[src/rtl/trail_pair_align.sv]
// Camera/history pairing stage: issues history reads, holds camera pixels until the history word returns.
// Optional build macro TRAIL_ALIGN_FRAME_CHECK_EN enables the sticky short/long-frame detector.
module trail_pair_align #(
    parameter int H_ACTIVE     = 320,
    parameter int V_ACTIVE     = 180,
    parameter int READ_LATENCY = 2,
    parameter int FIFO_DEPTH   = 8,
    parameter int ADDR_W       = $clog2(H_ACTIVE * V_ACTIVE)
) (
    input  logic              clk_in,
    input  logic              rst_in,
    input  logic              camera_valid_in,
    input  logic [23:0]       camera_pixel_in,
    input  logic              frame_start_in,
    output logic              hist_rd_en_out,
    output logic [ADDR_W-1:0] hist_addr_out,
    input  logic [23:0]       hist_data_in,
    output logic              pair_valid_out,
    output logic [23:0]       history_out,
    output logic [23:0]       camera_out,
    output logic [ADDR_W-1:0] addr_out,
    output logic              overflow_out,
    output logic              frame_error_out
);

    localparam int                FRAME_PIXELS = H_ACTIVE * V_ACTIVE;
    localparam logic [ADDR_W-1:0] LAST_ADDR    = ADDR_W'(FRAME_PIXELS - 1);
    localparam int                PTR_W        = $clog2(FIFO_DEPTH);
    localparam logic [PTR_W:0]    FULL_COUNT   = (PTR_W + 1)'(FIFO_DEPTH);

    typedef enum logic [0:0] {
        ST_SYNC = 1'b0,
        ST_RUN  = 1'b1
    } state_t;

    state_t                  state_q, state_d;
    logic                    accept_s, push_s, pop_s, ret_s;
    logic                    fifo_full_s, fifo_empty_s;
    logic [ADDR_W-1:0]       pix_addr_s;
    logic [ADDR_W-1:0]       next_addr_q, next_addr_d;
    logic [READ_LATENCY-1:0] req_sr_q;
    logic [PTR_W-1:0]        wr_ptr_q, rd_ptr_q;
    logic [PTR_W:0]          count_q, count_d;
    logic [23:0]             fifo_pix_q  [FIFO_DEPTH];
    logic [ADDR_W-1:0]       fifo_addr_q [FIFO_DEPTH];

    logic                    hist_rd_en_q, pair_valid_q, overflow_q;
    logic [ADDR_W-1:0]       hist_addr_q, addr_q;
    logic [23:0]             history_q, camera_q;

    // State register
    always_ff @(posedge clk_in) begin
        if (rst_in) begin
            state_q <= ST_SYNC;
        end else begin
            state_q <= state_d;
        end
    end

    // Next-state logic: leave SYNC only on a qualified frame start
    always_comb begin
        state_d = state_q;
        case (state_q)
            ST_SYNC: begin
                if (camera_valid_in && frame_start_in) begin
                    state_d = ST_RUN;
                end else begin
                    state_d = ST_SYNC;
                end
            end
            ST_RUN:  state_d = ST_RUN;
            default: state_d = ST_SYNC;
        endcase
    end

    // FSM output: which camera pixels are accepted
    always_comb begin
        accept_s = 1'b0;
        case (state_q)
            ST_SYNC: accept_s = camera_valid_in && frame_start_in;
            ST_RUN:  accept_s = camera_valid_in;
            default: accept_s = 1'b0;
        endcase
    end

    assign fifo_full_s  = (count_q == FULL_COUNT);
    assign fifo_empty_s = (count_q == '0);
    assign push_s       = accept_s && !fifo_full_s;
    assign ret_s        = req_sr_q[READ_LATENCY-1];
    // A return with nothing queued is ignored rather than producing a bogus pair
    assign pop_s        = ret_s && !fifo_empty_s;
    assign pix_addr_s   = frame_start_in ? '0 : next_addr_q;

    // Address counter and FIFO occupancy next-state
    always_comb begin
        next_addr_d = next_addr_q;
        if (push_s) begin
            next_addr_d = (pix_addr_s == LAST_ADDR) ? '0 : pix_addr_s + ADDR_W'(1);
        end else begin
            next_addr_d = next_addr_q;
        end
        case ({push_s, pop_s})
            2'b10:   count_d = count_q + (PTR_W + 1)'(1);
            2'b01:   count_d = count_q - (PTR_W + 1)'(1);
            default: count_d = count_q;
        endcase
    end

    // Control registers: address counter, FIFO pointers, request shift register
    always_ff @(posedge clk_in) begin
        if (rst_in) begin
            next_addr_q <= '0;
            wr_ptr_q    <= '0;
            rd_ptr_q    <= '0;
            count_q     <= '0;
            req_sr_q    <= '0;
        end else begin
            next_addr_q <= next_addr_d;
            count_q     <= count_d;
            req_sr_q    <= READ_LATENCY'({req_sr_q, hist_rd_en_q});
            if (push_s) begin
                wr_ptr_q <= wr_ptr_q + PTR_W'(1);
            end
            if (pop_s) begin
                rd_ptr_q <= rd_ptr_q + PTR_W'(1);
            end
        end
    end

    // FIFO storage for the camera pixel and its address
    always_ff @(posedge clk_in) begin
        if (push_s) begin
            fifo_pix_q[wr_ptr_q]  <= camera_pixel_in;
            fifo_addr_q[wr_ptr_q] <= pix_addr_s;
        end
    end

    // Output registers; pair fields hold between strobes
    always_ff @(posedge clk_in) begin
        if (rst_in) begin
            hist_rd_en_q <= 1'b0;
            hist_addr_q  <= '0;
            pair_valid_q <= 1'b0;
            history_q    <= '0;
            camera_q     <= '0;
            addr_q       <= '0;
            overflow_q   <= 1'b0;
        end else begin
            hist_rd_en_q <= push_s;
            pair_valid_q <= pop_s;
            if (push_s) begin
                hist_addr_q <= pix_addr_s;
            end
            if (pop_s) begin
                history_q <= hist_data_in;
                camera_q  <= fifo_pix_q[rd_ptr_q];
                addr_q    <= fifo_addr_q[rd_ptr_q];
            end
            if (accept_s && fifo_full_s) begin
                overflow_q <= 1'b1;
            end
        end
    end

`ifdef TRAIL_ALIGN_FRAME_CHECK_EN
    logic frame_err_set_s;
    logic frame_err_q;

    // Short frame: restart before the counter came back to 0; long frame: wrap without a start
    always_comb begin
        frame_err_set_s = 1'b0;
        if (push_s && (state_q == ST_RUN)) begin
            frame_err_set_s = frame_start_in ? (next_addr_q != '0) : (next_addr_q == '0);
        end else begin
            frame_err_set_s = 1'b0;
        end
    end

    // Sticky frame error flag
    always_ff @(posedge clk_in) begin
        if (rst_in) begin
            frame_err_q <= 1'b0;
        end else if (frame_err_set_s) begin
            frame_err_q <= 1'b1;
        end
    end

    assign frame_error_out = frame_err_q;
`else
    assign frame_error_out = 1'b0;
`endif

    assign hist_rd_en_out = hist_rd_en_q;
    assign hist_addr_out  = hist_addr_q;
    assign pair_valid_out = pair_valid_q;
    assign history_out    = history_q;
    assign camera_out     = camera_q;
    assign addr_out       = addr_q;
    assign overflow_out   = overflow_q;

endmodule

[config.mk]
export PLATFORM = sky130hd
export DESIGN_NAME = trail_pair_align
export DESIGN_NICKNAME = d
export VERILOG_FILES = /design/src/rtl/trail_pair_align.sv
export SDC_FILE = /design/constraint.sdc
export NUM_CORES = 1
export LEC_CHECK = 0
export ABC_CLOCK_PERIOD_IN_PS = 9300
export BUFFER_PORTS_ARGS = -buffer_cell sky130_fd_sc_hd__buf_2
export CORE_UTILIZATION = 50
export CTS_CLUSTER_SIZE = 12
export DETAILED_ROUTE_END_ITERATION = 8
export PLACE_DENSITY = 0.69
export SYNTH_ARGS = -nofsm -noshare
export SYNTH_HDL_FRONTEND = slang
export SYNTH_SLANG_ARGS = --single-unit
[constraint.sdc]
create_clock -name clk_in -period 9.3 [get_ports clk_in]
set_clock_uncertainty 0.2 [all_clocks]
set_input_delay 1.395 -clock clk_in [delete_from_list [all_inputs] [get_ports clk_in]]
set_output_delay 1.395 -clock clk_in [all_outputs]
set_load 0.01 [all_outputs]
## After elaboration in Yosys (flattened, before gate mapping)

Memories as Yosys holds them, arrays and structs flattened. A register that Yosys moved wholly into a read port is not among the register bits.
Cells that the tools add are included.

| word-level totals | value |
|---|---|
| memory bits (writable) | 320 |
| input bits | 52 |
| output and inout bits | 84 |
| logic and storage cells | 39 |
| memories kept | 2 |
| register bits | 72 |

Memories:

| memory | depth | width | rd ports | clocked after Yosys merged registers in | write ports | RTL line | source |
|---|---|---|---|---|---|---|---|
| fifo_pix_q | 8 | 24 | 1 | 1 | 1 | 44 | `logic [23:0] fifo_pix_q [FIFO_DEPTH];` |
| fifo_addr_q | 8 | 16 | 1 | 1 | 1 | 45 | `logic [ADDR_W-1:0] fifo_addr_q [FIFO_DEPTH];` |

| cells by class | value |
|---|---|
| bitwise gates (word level) | 1 |
| reductions and logical operators | 8 |
| equality and inequality tests | 4 |
| $add $sub $neg | 5 |
| multiplexer cells | 8 |

Operator list:

| cell | count |
|---|---|
| two-way mux 16 bit | 2 |
| adder 16 x 1 -> 16 bit, second input constant | 1 |
| == test 16 bit, second input constant | 1 |
| case mux 4 bit (2 select lines) | 1 |
| adder 3 x 1 -> 3 bit, second input constant | 2 |
| adder 4 x 1 -> 4 bit, second input constant | 1 |
| == test 4 bit, second input constant | 1 |
| logical AND 1 bit | 4 |
| logical NOT 4 bit | 1 |
| case mux 1 bit (2 select lines) | 2 |
| subtractor 4 x 1 -> 4 bit, second input constant | 1 |
| two-way mux 1 bit | 3 |
| == test 2 x 1 -> 1 bit, second input constant | 1 |
| == test 2 bit, second input constant | 1 |
| logical NOT 1 bit | 2 |
| nonzero test 2 bit | 1 |
| inverter 1 bit | 1 |

## Logic depth before layout (Yosys ltp)

| depth | value |
|---|---|
| depth in word-level cells | 5 |
| depth in mapped cells | 11 |
| mapped depth without buffers | 10 |

## Worst setup path before layout

No wires, ideal clock.

| timing | value |
|---|---|
| path type | input-to-reg |
| from | in frame_start_in |
| to | mem fifo_addr_q[2][0] (netlist name) (enable) |
| path slack | 2348 ps |
| path buffers | 1 |
| cell stages on the path | 5 |
| data arrival time | 6201 ps |
| cell sequence | o21ai_0 a21oi_2 inv_2 clkbuf_1 nor4b_1 |

| between the ends | value |
|---|---|
| word-level cells in the longest chain between the ends | 5 |

Ends and longest elaborated chain:

| what | RTL line | source |
|---|---|---|
| from (decl) | 14 | `input logic frame_start_in,` |
| logical AND 1 bit | 80 | `ST_SYNC: accept_s = camera_valid_in && frame_start_in;` |
| case mux 1 bit (2 select lines) | 79 | `case (state_q)` |
| logical AND 1 bit | 88 | `assign push_s = accept_s && !fifo_full_s;` |
| two-way mux 1 bit | 132 | `if (push_s) begin` |
| two-way mux 1 bit (not written as such) | 134 | `fifo_addr_q[wr_ptr_q] <= pix_addr_s;` |
| to (decl) | 45 |  |

Every way passes these cells.

## Final worst setup path

| timing | value |
|---|---|
| from | in frame_start_in |
| to | reg count_q[3] |

| between the ends | value |
|---|---|
| word-level cells in the longest chain between the ends | 5 |
| elaborated cells between the ends (all ways) | 7 |
| those cells by class | 2 x eq/ne; 2 x mux; 3 x reduce/logical |

Ends and longest elaborated chain:

| what | RTL line | source |
|---|---|---|
| logical AND 1 bit (*) | 80 |  |
| case mux 1 bit (2 select lines) (*) | 79 |  |
| logical AND 1 bit (*) | 88 |  |
| == test 2 x 1 -> 1 bit or == test 2 bit (tied branches) | 102 | `case ({push_s, pop_s})` |
| case mux 4 bit (2 select lines) or nonzero test 2 bit (tied branches) | n/a |  |
| to (signal assigned) | 119 | `count_q <= count_d;` |
| to (decl) | 43 | `logic [PTR_W:0] count_q, count_d;` |

Mark *: on every way between the ends. The rest lies on a longest branch, timed or not.
A chain may end at the register's enable or synchronous reset.

==> flow_summary.yaml <==
logic_synthesis:
  syn-cell-area_um2: 16470
  synth_common_cells: "edfxtp_1, dfxtp_1, nand2_1"
  synth_cell_types: 45
  ys.flop_type: "edfxtp_1"
  yosysTopAreaCellShare_pct: 58.36
  synth_cells: 996
  synth_area_leader_cell: "edfxtp_1"
  ys_warn_count: 0
  synth_seq_cells: 432
  syn_nets: 1055
  synth_edf_count: 320
  yosys.cell_count.top_type: "edfxtp_1"
  synthTopCellsByArea: "edfxtp_1, dfxtp_1, mux4_2"
  seq_area_frac_synth_pct: 71.98
  ys_async_sr_fraction_pct: 0
  synth.avg_cell_area_um2: 16.53
placed_design:
  dp_hpwl_mm: 18.35
  place.gp.congestion: 0.8137
  place_ws_ns: 4.548
  numPortBuffers: 134
clock_tree:
  clock-root-buffer: "clkbuf_16"
  path_clk_slew_ns: 0.06
  clock-sinks: 432
  clockBufferDepth: 3
  cts_setup_buffers: 0
  cts_buffers: 45
  cts.hold.buffers_added: 0
  htree_levels: 2
  worstSkewPairLatency_ns: 0.55
  cts-resized-gates: 0
  cts_tree: "built"
finish:
  fillers: 2426
  final_nets: 1195
  utilization_pct: 58.62
  n_antenna_cell: 0
  syn_to_final_growth_pct: 15.53
  final_layout_size_suffix_gt1_share_pct: 28.22
worst_setup_path:
  end_kind: "flip-flop"
  required_ns: 9.55
  startpoint_type: "input pin"
  reg2reg_slack_ns: 5.73
  critPathMaxFanout: 42
  arrival_ns: 4.46
  path_class: "in2reg"
floorplanning:
  core_area_um2: 32450
  io_pins: 136
  dieHeight_um: 183.5
  fp-row-count: 66
  die_w_um: 183.5
  start_util_pct: 50.74
  design.die.area_um2: 33660
power_and_ir_drop:
  switchingPower_mw: 0.7880
  p_sw_share_pct: 20.25
  clkPwrFrac_pct: 43.1
  power_leakage_nw: 6.351
  pwr-share-comb_pct: 2.9
  power_density_nw_per_um2: 204.5
  p_seq_share_pct: 54.0
  power.total_mw: 3.891
  power.internal_mw: 3.103
  peakVddDrop_uv: 136.9
sta:
  max_slew.worst_pin.slew_ns: 1.062
  finalHoldViolations: 0
  relSlewSlack_pct: 29.20
  min_period_over_period_pct: 45.27
  setup_viol: 0
  whs_ns: 0.2501
  layout_setup_ws_ns: 5.090
  fmax_mhz: 237.5
  min_period_ns: 4.210
  drv_slew: 0
  setup_tns_ns: 0
  rsz0062_at_grt: "no"
job:
  cap_violations: 0
global_routing:
  grt_max_degree: 92
  grt_pass1_vias: 8802
  grt_antenna_before_repair: 0
  grt_overflow_total: 0
  track_usage_pct: 19.17
  grt_first_pass_wirelength_mm: 49.81
route:
  antenna_left: 0
  vias: 8862
  route.detailed.drc: 0
  drt_iter0_drc: 642
  wirelength_mm: 31.58
  wl_per_cell_um: 19.56
  dr.pass1.iters: 5
  viasPerCell: 5.487
status:
  run_status: "completed"
hold_path:
  hp-class: "reg2reg"
-- placed cells by master, fill, tap and decap left out, types with 8 or more instances in the layout --
master / instances
clkbuf_1: 23
edfxtp_1: 320
nor2_1: 64
o21ai_0: 9
nor3_1: 8
dfxtp_1: 109
a21oi_1: 59
mux2i_1: 41
a211oi_1: 22
nor2b_1: 17
nand2_1: 98
clkbuf_16: 45
mux4_2: 80
buf_2: 133
a211oi_2: 20
buf_4: 23
-- cell type report --
| cell class | instances | area, um2 | share of cell area (%) |
|---|---|---|---|
| Clock inverter | 11 | 108.9 | 0.5722 |
| Multi-Input combinational cell | 493 | 4349 | 22.86 |
| Tap cell | 442 | 553.0 | 2.907 |
| Timing Repair Buffer | 156 | 838.3 | 4.407 |
| Sequential cell | 432 | 11860 | 62.35 |
| Inverter | 8 | 32.53 | 0.1710 |
| Clock buffer | 73 | 1281 | 6.735 |
-- sequential cells by signal, summed over array words and instances, names as in the netlist, 2 cells and up --
name           cells
req_sr_q           2
history_out       24
count_q            4
addr_out          16
camera_out        24
rd_ptr_q           3
hist_addr_out     16
fifo_addr_q      128
wr_ptr_q           3
fifo_pix_q       192
next_addr_q       16
-- per-stage QoR --
| stage | cell area, um2 | cells |
|---|---|---|
| finish | 19020 | 1615 |
| global route | 19020 | 1615 |
| CTS | 19020 | 1615 |
| detailed placement | 17630 | 1531 |
| global placement | 17630 | 1531 |
| floorplan | 16470 | 996 |
-- worst max-delay path: stages --
cell	delay [ns]
buf_2	0.41
o21ai_0	0.25
a21oi_2	0.14
buf_4	0.34
inv_2	0.37
ha_1	0.37
ha_1	0.28
a21o_1	0.18
a21oi_1	0.18
xnor2_1	0.10
or3_1	0.30
a21oi_1	0.13
-- kinds of logic (layout without fill, tap and decap cells) --
family	Yosys count	count (layout)	synth area share (%)
adder cells (fa/ha/maj)	7	7	0.5775
XOR/XNOR	8	8	0.4255
AO/OA/AOI/OAI	124	124	5.304
buffers and inverters	71	248	1.892
other	1	1	0.02277
AND/OR/NAND/NOR	232	232	6.368
multiplexers	121	121	13.43
flip-flops	432	432	71.98
-- routing by layer --
| metal | global-route usage [%] | part of all wire (%) |
|---|---|---|
| met1 | 26.59 | 44 |
| met4 | 4.833 | 1.8 |
| met5 | 0 | 0 |
| met3 | 3.209 | 4.4 |
| met2 | 31.71 | 50 |
-- final timing paths --
kind,startpoint,to,cells past startpoint
min reg2reg,history_out[5],history_out[5],2
min,history_out[5],history_out[5],2
max,frame_start_in,count_q[3],12
max reg2reg,count_q[0],count_q[3],10
-- power by group through the flow --
| stage | Clock (mW) | Combinational [mW] | Sequential [mW] |
|---|---|---|---|
| finish | 1.68 | 0.114 | 2.10 |
| global route | 1.79 | 0.126 | 2.10 |
| CTS | 1.72 | 0.117 | 2.10 |
| detailed placement | 0 | 0.116 | 2.14 |
| global placement | 0 | 0.114 | 2.14 |
| floorplan | 0 | 0.0682 | 2.14 |
(Power assumes the default switching activity.)
